### config.mk
export PLATFORM = sky130hd
export DESIGN_NAME = reorder_buffer
export DESIGN_NICKNAME = d
export VERILOG_FILES = /design/src/rtl/reorder_buffer.sv
export SDC_FILE = /design/constraint.sdc
export NUM_CORES = 1
export LEC_CHECK = 0
export BUFFER_PORTS_ARGS = -buffer_cell sky130_fd_sc_hd__buf_2
export CAP_MARGIN = 30
export CORE_ASPECT_RATIO = 1.25
export CORE_MARGIN = 2
export CORE_UTILIZATION = 69
export CTS_BUF_LIST = sky130_fd_sc_hd__clkbuf_8
export DETAILED_ROUTE_END_ITERATION = 6
export PLACE_DENSITY = 0.88
export SLEW_MARGIN = 10
export SYNTH_ARGS = -nofsm -noshare
export SYNTH_HDL_FRONTEND = slang
export SYNTH_SLANG_ARGS = --single-unit
### constraint.sdc
create_clock -name Sys_clk -period 6.25 [get_ports Sys_clk]
set_input_delay 0.9375 -clock Sys_clk [delete_from_list [all_inputs] [get_ports Sys_clk]]
set_output_delay 0.9375 -clock Sys_clk [all_outputs]
set_load 0.02 [all_outputs]
### src/rtl/reorder_buffer.sv
// reorder_buffer: 16-entry circular reorder buffer. Allocates one entry per
// dispatched instruction, captures CDB results, answers operand-forwarding
// queries combinationally and retires at most one instruction per cycle in
// program order. A committed branch that resolves against its prediction
// flushes the whole buffer and redirects fetch.
module reorder_buffer #(
    parameter int RoB_WIDTH    = 4,
    parameter int EX_REG_WIDTH = 6
) (
    input  logic                    Sys_clk,
    input  logic                    Sys_rst,
    input  logic                    Sys_rdy,
    // dispatcher side
    input  logic                    DPRoB_en,
    input  logic [1:0]              DPRoB_type,
    input  logic [EX_REG_WIDTH-1:0] DPRoB_rd,
    input  logic                    DPRoB_pred_jump,
    input  logic [RoB_WIDTH-1:0]    DPRoB_Qj,
    input  logic [RoB_WIDTH-1:0]    DPRoB_Qk,
    output logic                    RoBDP_full,
    output logic [RoB_WIDTH-1:0]    RoBDP_index,
    output logic                    RoBDP_Qj_ready,
    output logic                    RoBDP_Qk_ready,
    output logic [31:0]             RoBDP_Vj,
    output logic [31:0]             RoBDP_Vk,
    // common data bus
    input  logic                    CDBRoB_en,
    input  logic [RoB_WIDTH-1:0]    CDBRoB_index,
    input  logic [31:0]             CDBRoB_value,
    input  logic                    CDBRoB_real_jump,
    // commit side
    output logic                    RoBRF_en,
    output logic [RoB_WIDTH-1:0]    RoBRF_RoB_index,
    output logic [EX_REG_WIDTH-1:0] RoBRF_rd,
    output logic [31:0]             RoBRF_value,
    output logic                    RoBRF_pre_judge,
    output logic                    RoBLSB_en,
    output logic [RoB_WIDTH-1:0]    RoBLSB_index,
    output logic                    RoBIF_en,
    output logic [31:0]             RoBIF_pc
);

    localparam int RoB_SIZE = 1 << RoB_WIDTH;

    localparam logic [1:0] TYPE_REG    = 2'd0;
    localparam logic [1:0] TYPE_BRANCH = 2'd1;
    localparam logic [1:0] TYPE_STORE  = 2'd2;
    localparam logic [1:0] TYPE_NOP    = 2'd3;

    localparam logic [RoB_WIDTH-1:0] PTR_ONE    = 1;
    localparam logic [RoB_WIDTH:0]   COUNT_ONE  = 1;
    localparam logic [RoB_WIDTH:0]   COUNT_FULL = {1'b1, {RoB_WIDTH{1'b0}}};

    // Per-entry state: busy is control and is reset; the rest is payload.
    logic [RoB_SIZE-1:0]     busy;
    logic [RoB_SIZE-1:0]     entry_ready;
    logic [RoB_SIZE-1:0]     entry_pred_jump;
    logic [RoB_SIZE-1:0]     entry_real_jump;
    logic [1:0]              entry_type  [RoB_SIZE];
    logic [EX_REG_WIDTH-1:0] entry_rd    [RoB_SIZE];
    logic [31:0]             entry_value [RoB_SIZE];

    logic [RoB_WIDTH-1:0] head;
    logic [RoB_WIDTH-1:0] tail;
    logic [RoB_WIDTH:0]   count;

    logic do_commit;
    logic do_flush;
    logic do_dispatch;
    logic do_write;
    logic commit_reg;
    logic commit_store;
    logic bypass_j;
    logic bypass_k;

    assign RoBDP_full  = (count == COUNT_FULL);
    assign RoBDP_index = tail;
    assign bypass_j    = CDBRoB_en && (CDBRoB_index == DPRoB_Qj);
    assign bypass_k    = CDBRoB_en && (CDBRoB_index == DPRoB_Qk);

    // Decide this cycle's commit, flush, dispatch and writeback actions.
    always_comb begin
        do_commit    = (count != '0) && entry_ready[head];
        commit_reg   = do_commit && (entry_type[head] == TYPE_REG);
        commit_store = do_commit && (entry_type[head] == TYPE_STORE);
        do_flush     = do_commit && (entry_type[head] == TYPE_BRANCH) &&
                       (entry_real_jump[head] != entry_pred_jump[head]);
        // A flush edge drops any dispatch offered in the same cycle.
        do_dispatch  = DPRoB_en && !RoBDP_full && RoBRF_pre_judge && !do_flush;
        do_write     = CDBRoB_en && busy[CDBRoB_index] && RoBRF_pre_judge;
    end

    // Operand-forwarding query: CDB bypass wins over the stored value.
    always_comb begin
        // NOTE: every output gets a default first so no path leaves it unassigned (no latch).
        RoBDP_Vj       = '0;
        RoBDP_Vk       = '0;
        RoBDP_Qj_ready = busy[DPRoB_Qj] && (entry_ready[DPRoB_Qj] || bypass_j);
        RoBDP_Qk_ready = busy[DPRoB_Qk] && (entry_ready[DPRoB_Qk] || bypass_k);
        if (RoBDP_Qj_ready) RoBDP_Vj = bypass_j ? CDBRoB_value : entry_value[DPRoB_Qj];
        if (RoBDP_Qk_ready) RoBDP_Vk = bypass_k ? CDBRoB_value : entry_value[DPRoB_Qk];
    end

    // Pointers, occupancy and the one-cycle commit pulses.
    always_ff @(posedge Sys_clk or negedge Sys_rst) begin
        // NOTE: sequential state uses non-blocking assignments so every register samples pre-edge values.
        if (!Sys_rst) begin
            head            <= '0;
            tail            <= '0;
            count           <= '0;
            RoBRF_en        <= 1'b0;
            RoBRF_RoB_index <= '0;
            RoBRF_rd        <= '0;
            RoBRF_value     <= '0;
            RoBRF_pre_judge <= 1'b1;
            RoBLSB_en       <= 1'b0;
            RoBLSB_index    <= '0;
            RoBIF_en        <= 1'b0;
            RoBIF_pc        <= '0;
        end else if (Sys_rdy) begin
            RoBRF_en        <= commit_reg;
            RoBRF_RoB_index <= commit_reg ? head : '0;
            RoBRF_rd        <= commit_reg ? entry_rd[head] : '0;
            RoBRF_value     <= commit_reg ? entry_value[head] : '0;
            RoBLSB_en       <= commit_store;
            RoBLSB_index    <= commit_store ? head : '0;
            RoBIF_en        <= do_flush;
            RoBIF_pc        <= do_flush ? entry_value[head] : '0;
            RoBRF_pre_judge <= !do_flush;

            if (do_flush) begin
                head  <= '0;
                tail  <= '0;
                count <= '0;
            end else begin
                if (do_commit)   head <= head + PTR_ONE;
                if (do_dispatch) tail <= tail + PTR_ONE;
                case ({do_dispatch, do_commit})
                    2'b10:   count <= count + COUNT_ONE;
                    2'b01:   count <= count - COUNT_ONE;
                    default: count <= count;
                endcase
            end
        end
    end

    // Entry occupancy: set on allocation, cleared on commit or flush.
    always_ff @(posedge Sys_clk or negedge Sys_rst) begin
        if (!Sys_rst) begin
            busy <= '0;
        end else if (Sys_rdy) begin
            if (do_flush) begin
                busy <= '0;
            end else begin
                if (do_commit)   busy[head] <= 1'b0;
                if (do_dispatch) busy[tail] <= 1'b1;
            end
        end
    end

    // Entry payload: written on allocation and on CDB writeback.
    always_ff @(posedge Sys_clk) begin
        // NOTE: payload is not reset; it is only observed through busy, head and count, which are.
        if (Sys_rdy) begin
            if (do_dispatch) begin
                entry_type[tail]      <= DPRoB_type;
                entry_rd[tail]        <= DPRoB_rd;
                entry_pred_jump[tail] <= DPRoB_pred_jump;
                entry_ready[tail]     <= (DPRoB_type == TYPE_NOP);
            end
            if (do_write) begin
                entry_ready[CDBRoB_index]     <= 1'b1;
                entry_value[CDBRoB_index]     <= CDBRoB_value;
                entry_real_jump[CDBRoB_index] <= CDBRoB_real_jump;
            end
        end
    end

endmodule

==> impl_metrics.py <==
metrics = {
    "worst_setup_path": {
        "r2r-start": "head[0]",
        "end_kind": "primary output",
        "cp_data_required_time_ps": 5310,
        "rr_endpoint": "RoBRF_value[24]",
        "crit_chain": "buf_8, mux4_2, mux2i_1, a211oi_1, a21oi_4, buf_4, a21oi_1, buf_2",
        "cp.arrival_ps": 3940,
        "critical_path_class": "in -> out",
        "crit_family": "compound AO/OA/AOI/OAI gates",
        "slowest_delay_ps": 800,
        "startpoint": "DPRoB_Qk[0]",
        "critPathLaunchType": "primary input",
        "path_depth": 8,
        "slowest_stage": "a21oi_4",
        "crit_end": "RoBDP_Vk[16]",
        "r2r_slack_ps": 1610,
        "reg2reg_depth": 8,
        "path_buf_inv": 3,
        "crit_fanout": 50,
    },
    "synth": {
        "synth.yosys.warnings": 0,
        "seq_area_frac_synth_pct": 58.07,
        "synth_nets": 2244,
        "synth_compound_area_share_pct": 4.668,
        "netlist-cell-type-count": 61,
        "synth_top_family_by_area": "multiplexers",
        "ys_seq_elements": 799,
        "synth-xor-area-share_pct": 0.3286,
        "muxShareOfSynthArea_pct": 30.92,
        "synthSimpleGateAreaFrac_pct": 3.450,
        "syn_area_mm2": 0.04037,
        "yosys.area_share.adder_pct": 0.3100,
        "synthFlopType": "edfxtp_1",
        "syn_area_per_cell_um2": 18.56,
        "synthCells": 2175,
        "async_flop_share_pct": 13.89,
        "synth_edf_count": 688,
    },
    "timing": {
        "rsz0062_at_grt": "false",
        "setup_viol": 0,
        "fmax_mhz": 204.9,
        "clock_skew_ps": 54.49,
        "relSlewSlack_pct": 30.91,
        "hold_slack_ps": 87.72,
        "hold_viol_final": 0,
        "finalCriticalPeriod_ps": 4881,
        "fin_setup_tns_ps": 0,
        "worst_slew_pin_slew_ps": 1034,
        "period_share_pct": 78.10,
        "slew_viol_final": 0,
    },
    "cts": {
        "cts_hold_buf": 0,
        "cts-root-buf": "clkbuf_8",
        "htreeDepth": 3,
        "clk_pin_slew_worst_paths_ps": 70,
        "post_cts_buffers": 0,
        "post_cts_resized": 0,
        "cts.sinks": 799,
        "numCtsBuffers": 114,
        "clkLatencyLatePin_ps": 790,
        "cts_buffer_depth": 3,
        "cts_tree": "built",
    },
    "final_layout": {
        "nFillCells": 2859,
        "final_util_pct": 76.90,
        "layout_commonest_cell": "edfxtp_1",
        "finalNetCount": 2446,
        "drive_above_1_share_pct": 41.59,
        "final_cells": 3233,
        "area_growth_pct": 10.67,
        "final_cell_mix": "edfxtp_1, mux4_2, buf_2, nand2_1, clkbuf_8",
    },
    "global_routing": {
        "grt_usage_pct": 41.29,
        "grt_pass1_vias": 27044,
        "overflow": 0,
        "grt_max_degree": 91,
        "antenna_found_initial": 5,
        "grt_pass1_wl_mm": 176.5,
    },
    "pwr": {
        "vdd_ir_drop_max_mv": 0.3815,
        "powerDensity_mw_per_mm2": 368.0,
        "leakagePower_nw": 15.40,
        "power.total_mw": 16.44,
    },
    "die": {
        "die_w_um": 220.3,
        "design.core.area_mm2": 0.05809,
        "initial_core_util_pct": 69.48,
        "die_h_um": 274.4,
        "rows": 99,
        "ios": 212,
        "die_area_mm2": 0.06046,
    },
    "drt": {
        "drtAntennaViolNets": 0,
        "viasPerCell": 8.086,
        "first_pass_iters": 7,
        "routed_wl_mm": 120.4,
        "first_iter_violations": 4600,
        "num_vias": 26141,
        "drc": 0,
        "post_drt_wl_per_cell_um": 37.25,
    },
    "placement": {
        "port_buffers": 211,
        "place_hpwl_mm": 72.24,
        "dp.cells": 3005,
        "place.gp.congestion": 0.8784,
    },
    "flow_run": {
        "max-cap-violations": 0,
    },
    "run_status": {
        "status": "finished, final reports clean",
    },
    "hold_path": {
        "min_path_type": "in -> async",
    },
}
[power by group]
part / leakage [nW] / switching (mW) / internal, mW
combinational: 6.38 / 3.20 / 2.37
clock: 1.33 / 2.06 / 2.16
sequential: 7.69 / 0.487 / 6.17
[cells in the mapped netlist (all sizes together) (2+ instances only)]
| master | number | area (um^2) |
|---|---|---|
| nor2 | 51 | 211.5 |
| xor2 | 9 | 78.83 |
| nor2b | 7 | 43.79 |
| xnor2 | 4 | 53.81 |
| o21ai | 34 | 170.2 |
| or3 | 2 | 12.51 |
| o31ai | 8 | 60.06 |
| a2111oi | 2 | 17.52 |
| buf | 88 | 444.2 |
| nor3 | 4 | 31.28 |
| clkbuf | 105 | 394.1 |
| or2 | 4 | 27.53 |
| o2bb2ai | 34 | 297.8 |
| nand2b | 3 | 18.77 |
| or4 | 3 | 22.52 |
| dfrtp | 110 | 2753 |
| mux2i | 13 | 130.1 |
| nor4 | 6 | 43.79 |
| ha | 10 | 125.1 |
| o311ai | 3 | 68.82 |
| nand2 | 188 | 710.7 |
| a22o | 48 | 420.4 |
| and2 | 2 | 12.51 |
| o22ai | 6 | 37.54 |
| mux4 | 548 | 12340 |
| nand3 | 18 | 90.09 |
| a22oi | 6 | 55.05 |
| nand4 | 5 | 31.28 |
| o221ai | 18 | 157.7 |
| a21o | 15 | 112.6 |
| edfxtp | 688 | 20660 |
| inv | 18 | 67.56 |
| and3 | 19 | 118.9 |
| a32oi | 3 | 26.28 |
| a211oi | 2 | 15.01 |
| a21oi | 81 | 405.4 |
[cell type report]
cell class	count	area (um^2)	area share (%)
antenna	4	10.01	0.02241
sequential	799	23450	52.49
clock inverter	91	651.9	1.459
tap	757	947.2	2.120
multi-input combinational	1164	16180	36.21
clock buffer	120	1652	3.697
timing repair buffer	279	1713	3.834
inverter	19	72.57	0.1624
[worst min-delay path by stage]
stage	from	end	slack (ps)
after floorplan	busy[2]	busy[2]	480
after global placement	RoBRF_en	RoBRF_en	460
after detailed placement	RoBRF_en	RoBRF_en	460
after CTS	Sys_rst	head[1]	310
after global routing	Sys_rst	RoBRF_value[2]	120
final	Sys_rst	RoBDP_index[2]	90
[flip-flops by register name (all words and copies together) (netlist names)]
name and flops:
entry_rd 96, RoBRF_pre_judge 1, RoBRF_rd 6, RoBLSB_index 4
head 4, entry_pred_jump 16, RoBDP_index 4, RoBLSB_en 1
RoBIF_pc 32, entry_real_jump 16, count 5, RoBRF_value 32
RoBRF_en 1, entry_type 32, entry_value 512, RoBRF_RoB_index 4
busy 16, entry_ready 16, RoBIF_en 1
[layer usage]
metal	routed length [um]	GRT usage [%]	part of all wire [%]	vias up
li1	-	-	-	9717
met1	36010	52.25	30	13137
met2	58360	63.14	48	2621
met3	17710	12.65	15	662
met4	8327	26.17	6.9	4
met5	23	0	0.019	-
[cells by family after synthesis]
kind of cell / count (synthesis)
flip-flops: 799
multiplexers: 562
AND/OR/NAND/NOR: 314
AO/OA/AOI/OAI: 265
buffers and inverters: 212
XOR/XNOR: 13
adder cells (fa/ha/maj): 10
[metrics by stage]
step	instance area (um^2)	setup slack, ps
floorplan	40370	2114
global placement	42170	1549
detailed placement	42210	1443
CTS	44510	1439
global route	44670	1283
finish	44680	1369
No activity file was read; power rests on OpenSTA's default activity.
